File: src/rtl/irq_arbiter.sv
// Fixed-priority interrupt arbiter: syncs source edges, latches payloads, grants one source to the CPU.
// Optional ack-wait timeout is enabled by defining IRQ_TIMEOUT_EN.
module irq_arbiter #(
  parameter int unsigned NSRC       = 4,
  parameter int unsigned DATA_W     = 16,
  parameter int unsigned ADDR_W     = 32,
  parameter int unsigned VEC_STRIDE = 4,
  parameter int unsigned TIMEOUT    = 65535
) (
  input  logic                   clk,
  input  logic                   rst,
  input  logic [NSRC-1:0]        srcEv,
  input  logic [NSRC*DATA_W-1:0] srcData,
  input  logic [NSRC-1:0]        srcMask,
  input  logic                   intEn,
  input  logic [ADDR_W-1:0]      vecBase,
  input  logic                   turnOffIRQ,
  output logic                   irq,
  output logic [DATA_W-1:0]      intData,
  output logic [ADDR_W-1:0]      intAddr,
  output logic [2:0]             activeSrc,
  output logic [NSRC-1:0]        pending,
  output logic [NSRC-1:0]        overflow,
  output logic                   err
);

  typedef enum logic [1:0] {StIdle, StGrant, StWaitAck, StRelease} state_e;

  state_e state_q, state_d;

  logic [NSRC-1:0]   ev_s1_q, ev_s2_q, ev_s3_q, ev_edge, ev_take;
  logic              ack_s1_q, ack_s_q;
  logic [DATA_W-1:0] payload_q [NSRC];
  logic [NSRC-1:0]   pending_q, pending_d, overflow_q, overflow_d, req, clr_vec;
  logic [2:0]        grant_q, grant_d, pick, active_q, active_d;
  logic              irq_q, irq_d, clr_grant;
  logic [DATA_W-1:0] data_q, data_d, sel_payload;
  logic [ADDR_W-1:0] addr_q, addr_d;

  assign ev_edge = ev_s2_q & ~ev_s3_q;
  assign ev_take = ev_edge & srcMask;
  assign req     = pending_q & srcMask;
  assign clr_vec = clr_grant ? (NSRC'(1) << grant_q) : '0;

`ifdef IRQ_TIMEOUT_EN
  localparam int unsigned CntW = $clog2(TIMEOUT + 1);
  logic [CntW-1:0] cnt_q, cnt_d;
  logic            err_q, err_d;
`else
  logic unused_timeout;
  assign unused_timeout = ^TIMEOUT;
`endif

  always_ff @(posedge clk or negedge rst) begin
    if (!rst) begin
      ev_s1_q  <= '0;
      ev_s2_q  <= '0;
      ev_s3_q  <= '0;
      ack_s1_q <= 1'b0;
      ack_s_q  <= 1'b0;
    end else begin
      ev_s1_q  <= srcEv;
      ev_s2_q  <= ev_s1_q;
      ev_s3_q  <= ev_s2_q;
      ack_s1_q <= turnOffIRQ;
      ack_s_q  <= ack_s1_q;
    end
  end

  always_ff @(posedge clk or negedge rst) begin
    if (!rst) begin
      for (int i = 0; i < NSRC; i++) payload_q[i] <= '0;
    end else begin
      for (int i = 0; i < NSRC; i++) begin
        if (ev_take[i]) payload_q[i] <= srcData[i*DATA_W +: DATA_W];
      end
    end
  end

  // Lowest enabled pending index wins.
  always_comb begin
    pick = '0;
    for (int i = NSRC - 1; i >= 0; i--) begin
      if (req[i]) pick = 3'(i);
    end
  end

  always_comb begin
    sel_payload = '0;
    for (int i = 0; i < NSRC; i++) begin
      if (grant_q == 3'(i)) sel_payload = payload_q[i];
    end
  end

  // A fresh edge on the source being granted keeps it pending without flagging overflow.
  always_comb begin
    pending_d  = pending_q;
    overflow_d = overflow_q;
    for (int i = 0; i < NSRC; i++) begin
      if (ev_take[i]) begin
        pending_d[i] = 1'b1;
        if (pending_q[i] && !clr_vec[i]) overflow_d[i] = 1'b1;
      end else if (clr_vec[i]) begin
        pending_d[i] = 1'b0;
      end
    end
  end

  always_comb begin
    state_d   = state_q;
    grant_d   = grant_q;
    irq_d     = irq_q;
    data_d    = data_q;
    addr_d    = addr_q;
    active_d  = active_q;
    clr_grant = 1'b0;
`ifdef IRQ_TIMEOUT_EN
    cnt_d     = cnt_q;
    err_d     = err_q;
`endif
    case (state_q)
      StIdle: begin
        if (intEn && (|req)) begin
          grant_d = pick;
          state_d = StGrant;
        end
      end
      StGrant: begin
        data_d    = sel_payload;
        addr_d    = vecBase + ADDR_W'(grant_q) * ADDR_W'(VEC_STRIDE);
        active_d  = grant_q;
        irq_d     = 1'b1;
        clr_grant = 1'b1;
        state_d   = StWaitAck;
`ifdef IRQ_TIMEOUT_EN
        cnt_d     = '0;
`endif
      end
      StWaitAck: begin
        if (ack_s_q) begin
          irq_d   = 1'b0;
          state_d = StRelease;
        end
`ifdef IRQ_TIMEOUT_EN
        else if (cnt_q == CntW'(TIMEOUT - 1)) begin
          irq_d   = 1'b0;
          err_d   = 1'b1;
          state_d = StIdle;
        end else begin
          cnt_d = cnt_q + 1'b1;
        end
`endif
      end
      // Hold here until ack drops so one long ack retires only one request.
      StRelease: begin
        if (!ack_s_q) state_d = StIdle;
      end
      default: state_d = StIdle;
    endcase
  end

  always_ff @(posedge clk or negedge rst) begin
    if (!rst) begin
      state_q    <= StIdle;
      grant_q    <= '0;
      irq_q      <= 1'b0;
      data_q     <= '0;
      addr_q     <= '0;
      active_q   <= '0;
      pending_q  <= '0;
      overflow_q <= '0;
    end else begin
      state_q    <= state_d;
      grant_q    <= grant_d;
      irq_q      <= irq_d;
      data_q     <= data_d;
      addr_q     <= addr_d;
      active_q   <= active_d;
      pending_q  <= pending_d;
      overflow_q <= overflow_d;
    end
  end

`ifdef IRQ_TIMEOUT_EN
  always_ff @(posedge clk or negedge rst) begin
    if (!rst) begin
      cnt_q <= '0;
      err_q <= 1'b0;
    end else begin
      cnt_q <= cnt_d;
      err_q <= err_d;
    end
  end
  assign err = err_q;
`else
  assign err = 1'b0;
`endif

  assign irq       = irq_q;
  assign intData   = data_q;
  assign intAddr   = addr_q;
  assign activeSrc = active_q;
  assign pending   = pending_q;
  assign overflow  = overflow_q;

endmodule
File: config.mk
export PLATFORM = sky130hd
export DESIGN_NAME = irq_arbiter
export DESIGN_NICKNAME = d
export VERILOG_FILES = /design/src/rtl/irq_arbiter.sv
export SDC_FILE = /design/constraint.sdc
export NUM_CORES = 1
export LEC_CHECK = 0
export CAP_MARGIN = 20
export CORE_UTILIZATION = 35
export CTS_CLUSTER_DIAMETER = 100
export CTS_CLUSTER_SIZE = 25
export DETAILED_ROUTE_END_ITERATION = 8
export GPL_ROUTABILITY_DRIVEN = 0
export PLACE_DENSITY = 0.67
export SYNTH_ARGS = -nofsm -noshare
export SYNTH_HDL_FRONTEND = slang
export SYNTH_SLANG_ARGS = --single-unit
File: constraint.sdc
create_clock -name clk -period 3.2 [get_ports clk]
set_input_delay 0.96 -clock clk [delete_from_list [all_inputs] [get_ports clk]]
set_output_delay 0.96 -clock clk [all_outputs]
set_load 0.01 [all_outputs]
* After elaboration in Yosys (flattened, before gate mapping)
Index checks and enable logic that the tools add are counted.
** Word-level totals
- Output and inout bits :: 61
- Word-level logic and storage cells :: 86
- Register bits after elaboration :: 143
** Cells by class
- Equality and inequality tests :: 9
- Muxes and demuxes :: 24
- Bitwise gates (word level) :: 4
- Shift operators :: 1
- Reductions and logical operators :: 24
- Add/sub/neg operators :: 1
** Operator list (count)
- 16-bit two-way mux :: 4
- 32-bit by 5-bit adder with 32-bit output :: 1
- 4-bit bitwise AND :: 3
- 2-bit AND reduction :: 6
- 1-bit two-way mux :: 10
- 2-bit nonzero test :: 5
- 3-bit two-way mux :: 3
- 2-bit two-way mux :: 4
- 2-bit case mux with 4 select lines :: 1
- 3-bit by 2-bit equality test with 1-bit output (second input constant) :: 2
- 2-bit inequality test (second input constant) :: 3
- 1-bit logical AND :: 5
- 2-bit equality test (second input constant) :: 2
- 1-bit logical NOT :: 4
- 4-bit two-way mux :: 1
- 4-bit inverter :: 1
- 4-bit OR reduction :: 1
- 1-bit by 3-bit left shift with 4-bit output (first input constant) :: 1
- 3-bit by 1-bit equality test with 1-bit output (second input constant) :: 1
- 3-bit logical NOT :: 1
- 3-bit AND reduction :: 1
- 2-bit by 1-bit equality test with 1-bit output (second input constant) :: 1
- 2-bit logical NOT :: 1
- 1-bit case mux with 2 select lines :: 1

* Depth between registers and ports, before layout
Gate-level depths: netlist (run 1).
- Word-level depth :: 6
- Depth in mapped cells :: 7
- Depth with buffers taken out :: 6

* Least setup slack after synthesis (run 1)
OpenSTA, ideal clock, no wires.
- Path kind :: input-to-reg
- Start :: in vecBase[2]
- End :: reg addr_q[26], in the netlist intAddr[26]
- Path slack :: 402 ps
- Data arrival time :: 2716 ps
- Required time :: 3118 ps
- Cell stages on the path :: 7
- Path through :: ha_1 > fa_1 > nand4_1 > or3_1 > clkbuf_1 > or4_1 > a31oi_1
** Between the ends
- Longest elaborated chain between the ends :: 1
** Ends and longest elaborated chain
- start: declaration :: line 16 : input logic [ADDR_W-1:0] vecBase,
- 32-bit by 5-bit adder with 32-bit output :: line 130 : addr_d = vecBase + ADDR_W'(grant_q) * ADDR_W'(VEC_STRIDE);
- end signal: assignment :: line 177 : addr_q <= addr_d;
- end: declaration :: line 38 : logic [ADDR_W-1:0] addr_q, addr_d;
No other way between the ends.
A chain may end at the register's enable or synchronous reset.

* Worst setup path after layout (run 1)
- Start :: in vecBase[2]
- End :: reg addr_q[30], in the netlist intAddr[30]
The elaborated chain is that of the path after synthesis.

==> results.txt, run 1 <==
The final sum of negative setup slack came out at 0 ns. The number of nets at the end of the flow came out at 764. The largest vdd supply drop is 414 µV.

The final antenna-violating net count came out at 0. The number of distinct standard cells referenced by the synthesized netlist came out at 45. For this configuration, the core starts out at a cell density of 35.8%. The standard-cell row count is 48.

The count of flip-flops with a built-in enable after synthesis came out at 0. Setup repair after global routing left no endpoint under its margin. The vias after detailed routing is 4,455.

Sorting the synthesized cells by how often they occur yields 141 x dfrtp_1, 86 x mux2_2, 30 x nor2_1. Data arrives at the worst endpoint at 3.32 ns. The tightest hold margin came out at 0.350 ns. The largest total area in the synthesized netlist belongs to dfrtp_1. The placed wire-length estimate came out at 10,900 µm.

The final setup violation count came out at 0. The width of the chip came out at 135 µm. The highest achievable clock rate came out at 334 MHz.

The fraction of post-synthesis cell area in the top cell type by area is 57.0%. The footprint of the multi-input gates came out at 2530 µm². For this run, the number of Yosys warnings is 0.

The pin count of the biggest net entering global routing is 60. The number of hold violations in the final report is 0. Summing every instance area after synthesis gives 6190 µm². TritonCTS built the clock tree. The worst setup path is launched from a primary input. The count of TritonRoute iterations in the first routing pass came out at 4. The utilization of the core after routing is 51.3%.

The clock latency on the worst-skew pair came out at 0.41 ns. The critical path is of the in -> reg type. The antenna cell count came out at 0.

The routed design has 15,500 µm of wire. The placeable core region came out at 17,300 µm². The max-capacitance violation count came out at 0. The first-pass GRT wire length came out at 24,800 µm. The filler cells instantiated in the layout total 1,473. Measured against its own limit, the worst slew margin works out to 51.9%.

The final routed wire length divided by cell count came out at 17.4 µm. The power consumption came out at 7320 µW. The storage element area came out at 3530 µm². The run finished with clean final reports. After synthesis, the share of flip-flops with an asynchronous set or reset is 100%. The instance count of the mapped netlist came out at 463.

The number of buffers added by the clock tree synthesis step is 17. The final period utilization came out at 93.6%. The number of setup buffers added after CTS is 0. The most common cell in the synthesized netlist is dfrtp_1.

The chip height is 135 µm. The shortest clock period the worst path allows after layout is 2.99 ns. The detail-routed via count per cell came out at 5.03. The category of the worst setup path capture point is a flop. The leakage dissipation came out at 0.00358 µW.

The slew at the pin with the worst max-slew slack came out at 0.722 ns. In this run the clock root is driven by a clkbuf_16. The starting DRC count in detailed routing came out at 174. The clock slew seen by the registers of the worst setup and hold paths came out at 0.06 ns. Synthesis inferred 141 register bits. In this run the worst hold path is classified as reg -> reg. During I/O placement, the number of pins put on the boundary was 169. The max-slew violation total from the final report came out at 0. The H-tree generated during clock tree synthesis spans 4 levels. For this run, design rule violations remaining after detail routing come to 0. The global route total overflow came out at 0.

For this run, the leading register cell type out of synthesis is dfrtp_1. The overall global routing resource usage came out at 18.2%. For the worst setup path, the data required time is 3.53 ns. The count of buffers added on input and output ports is 166. The number of cells upsized or downsized after cts came out at 0. Dividing the synthesized area by the synthesized cell count gives 13.4 µm². The maximum clock path buffer count is 2.

The floorplan step defined a die boundary enclosing 18,200 µm². The tree built by TritonCTS fans out to 141 sinks. The number of global-route vias before repair came out at 4,882. The power density over the cells came out at 825 nW/µm².

The worst clock skew is 0.00740 ns. The share of synthesized area occupied by flip-flops and latches is 57.0%. Sorting the synthesized cells by area gives the leading types as dfrtp_1 57%, mux2_2 16%, mux4_2 5.8%. Compared with the post-synthesis result, the final layout area differs by 43.4%. Along the worst path, the maximum fanout reaches 8. The count of hold buffers inserted by post-cts repair is 0. The number of antenna violations at the first check in global routing is 0.

The fraction of layout instances using a drive strength above 1 is 24.4%.
cell type report:
class	count	area share (%)
inverter	10	0.423
clock inverter	9	1.76
tap	225	3.17
timing repair buffer	190	20.9
clock buffer	23	5.39
multi-input combinational	288	28.5
sequential	141	39.8
where the power goes:
| group | leakage (µW) | internal (µW) | switching (µW) |
|---|---|---|---|
| combinational | 0.00164 | 1480 | 1080 |
| clock | 0.000312 | 1370 | 726 |
| sequential | 0.00163 | 2330 | 325 |
| total | 0.00358 | 5190 | 2130 |
metal layers:
layer | vias to the layer above | global-route usage [%] | share of wire, % | wire length, µm
met1 | 2237 | 20.6 | 41 | 6410
met5 | - | 0 | 0 | 0
met3 | 8 | 5.93 | 6.6 | 1010
met2 | 132 | 31.8 | 51 | 7890
li1 | 2078 | - | - | -
met4 | 0 | 7.12 | 0.98 | 151
flip-flops by register name, indices dropped and copies added (netlist names), 4 cells and up:
signal	count
payload_q	64
ev_s3_q	4
overflow	4
intAddr	32
ev_s1_q	4
intData	16
pending	4
ev_s2_q	4
metrics by stage:
step,instances,worst slack (ns),area [µm²]
6_report,886,0.206,8870
5_1_grt,886,0.0444,8870
4_1_cts,886,0.153,8860
2_1_floorplan,464,0.402,6190
3_5_place_dp,854,-0.276,8230
3_3_place_gp,854,-0.239,8230
cell families after synthesis:
kind of cell / synth area share [%]
xor+xnor: 1.56
mux: 21.8
buf+inv: 2.43
fa+ha+maj: 1.74
flops: 57.0
simple gates: 8.64
other cells: 0.0606
compound gates: 6.74
cell usage in the layout (no fill, tap or decap), types with 6 or more instances in the layout:
cell and instances:
a21oi_1 13, a31oi_1 17, buf_4 23, clkbuf_16 17, clkdlybuf4s50_1 165, dfrtp_1 141, ha_1 6, inv_1 10
mux2_2 86, mux4_2 16, nand2_1 14, nand3_1 7, nand4_1 6, nor2_1 30, o21ai_0 10, o31ai_1 11
or4_1 14, xnor2_1 9
critical path: stages:
cell and delay (ns):
clkdlybuf4s50_1 0.47, ha_1 0.19, fa_2 0.25, nand4_1 0.26, or3_4 0.50, or4_1 0.51, a31oi_1 0.18
final timing paths:
| check | cells after the start | slack (ns) | startpoint | endpoint |
|---|---|---|---|---|
| max | 7 | 0.21 | vecBase[2] | intAddr[30]$_DFFE_PN0P_ |
| min | 0 | 0.35 | ev_s1_q[0]$_DFF_PN0_ | ev_s2_q[0]$_DFF_PN0_ |
| max reg2reg | 6 | 0.82 | grant_q[0]$_DFFE_PN0P_ | intAddr[30]$_DFFE_PN0P_ |
| min reg2reg | 0 | 0.35 | ev_s1_q[0]$_DFF_PN0_ | ev_s2_q[0]$_DFF_PN0_ |
| max in group asynchronous | 2 | 1.89 | rst | payload_q[46]$_DFFE_PN0P_ |
| min in group asynchronous | 1 | 0.51 | rst | payload_q[18]$_DFFE_PN0P_ |
No activity file was read; power rests on OpenSTA's default activity.
==> run 2: changes to the inputs <==
--- a/config.mk
+++ b/config.mk
@@ -12,5 +12,5 @@
 export DETAILED_ROUTE_END_ITERATION = 8
 export GPL_ROUTABILITY_DRIVEN = 0
-export PLACE_DENSITY = 0.67
+export PLACE_DENSITY = 0.7
 export SYNTH_ARGS = -nofsm -noshare
 export SYNTH_HDL_FRONTEND = slang
==> constraint.sdc (replaced) <==
create_clock -name clk -period 2.52 [get_ports clk]
set_input_delay 0.504 -clock clk [delete_from_list [all_inputs] [get_ports clk]]
set_output_delay 0.504 -clock clk [all_outputs]
set_load 0.01 [all_outputs]
==> run 2 against run 1 <==
Effect of this change:
- die area did not move
- final cell count rose by 1.7%
- combinational power rose by 28%
- worst hold slack got worse by 0.0023 ns
- clock skew fell by 0.0014 ns
- clock power rose by 31%
- critical path type unchanged
- clock-buffer cell count fell by 4
- flip-flop and latch count did not move
==> results.txt, run 2 (same netlist as run 1, synthesis figures left out) <==
The met3 layer wire length in the routed design is 1080 µm (was 1010 µm). The TritonCTS clock tree is yes (unchanged). Result of the run: complete, no violations (unchanged). The cell type of the slowest stage on the worst timing path is or4_1 (unchanged). The most flop-heavy register was payload_q (unchanged). The number of global-route vias before repair came out at 4,990 (was 4,882). The worst setup path startpoint is vecBase[2] (unchanged). The number of filler instances in the final layout is 1,473 (unchanged).

The power consumption came out at 9440 µW (was 7320 µW). For this run, the top clock speed supported by timing is 415 MHz. The starting DRC count in detailed routing came to 211 (was 174). The die area is 18,200 µm² (unchanged). The placeable core region is 17,300 µm² (unchanged).

The I/O pin count is 169 (unchanged). The detail-routed via count per cell is 5.16 (was 5.03). The cell family with the largest share of critical-path delay is simple AND/OR/NAND/NOR gates (unchanged). The count of buffering cells on the critical path with inverters included is 1 (unchanged). The endpoint arrival time on the critical path is 2.75 ns (was 3.32 ns). The classification of the worst setup path is in -> reg (unchanged).

The largest vdd supply drop came out at 600 µV (was 414 µV). The count of TritonRoute iterations in the first routing pass was 4 (unchanged). The max-slew violation total from the final report is 0 (unchanged).

The met1 routed wirelength after detailed routing is 6330 µm (was 6410 µm). The clock slew seen by the registers of the worst setup and hold paths is 0.06 ns (about the same). The worst-case headroom to the max-slew limit is 62.2% (was 51.9%). The CTS root buffer is clkbuf_16 (unchanged). The peak fanout along the critical path came out at 8 (unchanged). The final routed wire length divided by cell count came to 17.5 µm (was 17.4 µm). The category of the worst setup path capture point is a flop (unchanged).

The count of buffers from port buffering came out at 166 (unchanged). The final antenna-violating net count is 0 (unchanged). The number of nets at the end of the flow came out at 779 (was 764).

The tightest hold margin was 0.348 ns (was 0.350 ns). The area of placed instances is 8320 µm² (was 8230 µm²). The cell area after layout is 9000 µm² (was 8870 µm²). The leakage dissipation came out at 0.00365 µW (was 0.00358 µW). The number of buffers added by the clock tree synthesis step came out at 17 (unchanged).

The startpoint type of the worst setup path was a primary input (unchanged). The final sum of negative setup slack was 0 ns (unchanged). The overall global routing resource usage is 18.5% (was 18.2%). The beginning of the worst hold path is ev_s1_q[0]$_DFF_PN0_ (unchanged). The startpoint of the most critical register-to-register path was grant_q[0]$_DFFE_PN0P_ (unchanged). The flip-flop count of the largest register after layout is 64 (unchanged).

The required arrival time at the worst endpoint is 2.86 ns (was 3.53 ns). The leading cell type in the layout, fill and taps excluded is clkdlybuf4s50_1 (unchanged). The final setup violation count came out at 0 (unchanged). The standard-cell row count came out at 48 (unchanged).

Worst-path cell chain: clkdlybuf4s50_1 -> ha_1 -> fa_2 -> nand4_1 -> or3_4 -> or4_1 -> a31oi_1 (unchanged). The sum of met2 wire segment lengths after detailed routing came to 8030 µm (was 7890 µm). The placed wire-length estimate is 11,400 µm (was 10,900 µm). The total number of clock tree sinks is 141 (unchanged).

The top layer reached by signal wires is met4 (unchanged). The post-route DRC violation count was 0 (unchanged). The vias after detailed routing came to 4,647 (was 4,455). The pin count of the biggest net entering global routing came to 49 (was 60). The antenna cell count came out at 0 (unchanged). The max-capacitance violation count came out at 0 (unchanged). The width of the chip came out at 135 µm (unchanged). The utilization of the core after routing came out at 52.1% (was 51.3%). The final critical path takes up 95.6% of the cycle. The area added between synthesis and finish came out at 45.6% (was 43.4%).

The first-pass GRT wire length came out at 25,300 µm (was 24,800 µm). The global route total overflow came out at 0 (unchanged). The number of antenna violations at the first check in global routing came out at 0 (unchanged). The total length of routed wires came out at 15,800 µm (was 15,500 µm). The maximum level of the CTS H-tree is 4 (unchanged). The maximum clock path buffer count came out at 2 (unchanged). The initial standard-cell utilization of the core came out at 35.8% (unchanged). The worst clock skew came out at 0.00597 ns (was 0.00740 ns). Most used cells in the layout excluding fill and tap cells: 165 x clkdlybuf4s50_1, 141 x dfrtp_1, 86 x mux2_2, 37 x buf_4, 30 x nor2_1 (was 165 x clkdlybuf4s50_1, 141 x dfrtp_1, 86 x mux2_2, 30 x nor2_1, 23 x buf_4).

The slew at the pin with the worst max-slew slack came out at 0.566 ns (was 0.722 ns). The clock latency on the worst-skew pair is 0.42 ns (was 0.41 ns). The number of hold violations in the final report is 0 (unchanged).

The power density over the cells is 1050 nW/µm² (was 825 nW/µm²). The class of the worst hold path was reg -> reg (unchanged). The shortest clock period the worst path allows after layout is 2.41 ns. The chip height is 135 µm (unchanged). The maximum single-stage delay on the critical path is 0.52 ns (was 0.51 ns). The fraction of layout instances using a drive strength above 1 is 26.2% (was 24.4%).
==> run 2: worst reg2reg max path, cell delays in order, from the launching register on <==
cell	delay, ns
dfrtp_1	0.39
ha_1	0.22
fa_2	0.25
nand4_1	0.18
or3_4	0.46
or4_1	0.52
a31oi_1	0.18
==> run 2: final timing paths <==
check                                                  to  slack (ns)  depth (start not counted)
worst max register to register    intAddr[28]$_DFFE_PN0P_        0.25                          6
min in group asynchronous          intData[1]$_DFFE_PN0P_        0.56                          2
worst min register to register       ev_s2_q[0]$_DFF_PN0_        0.35                          0
worst min-delay path                 ev_s2_q[0]$_DFF_PN0_        0.35                          0
max in group asynchronous       payload_q[53]$_DFFE_PN0P_        1.24                          3
worst max-delay path              intAddr[28]$_DFFE_PN0P_        0.11                          7
==> run 2: layout make-up <==
class | count | area, µm² | area share [%]
clock inverters | 13 | 211 | 2.35
repair buffers | 205 | 1970 | 21.9
inverters | 10 | 37.5 | 0.417
flip-flops and latches | 141 | 3530 | 39.2
well taps | 225 | 282 | 3.13
multi-input cells | 288 | 2530 | 28.1
clock buffers | 19 | 443 | 4.92
==> run 2: per-stage QoR <==
stage | setup slack (ns) | std cells
detailed placement | -0.425 | 867
global route | -0.0229 | 901
CTS | 0.0432 | 900
finish | 0.112 | 901
global placement | -0.390 | 867
floorplan | 0.178 | 464
==> run 2: timing repair <==
item	4_1_cts	5_1_grt
pin swaps	0	2
hold endpoints to repair	38	0
setup endpoints to repair	2	5
hold buffers	1	0
setup buffers	0	1
resized for setup	1	1
==> run 2: metal layers <==
layer  GRT usage [%]  vias up
met4            8.30        0
met3            5.41       26
li1                -     2112
met1            21.5     2337
met5               0        -
met2            31.5      172
==> run 2: power breakdown <==
part           switching (µW)  internal [µW]  leakage (µW)  total (µW)
sequential                420           2960       0.00163        3380
clock                     972           1790      0.000318        2760
combinational            1400           1900       0.00171        3300
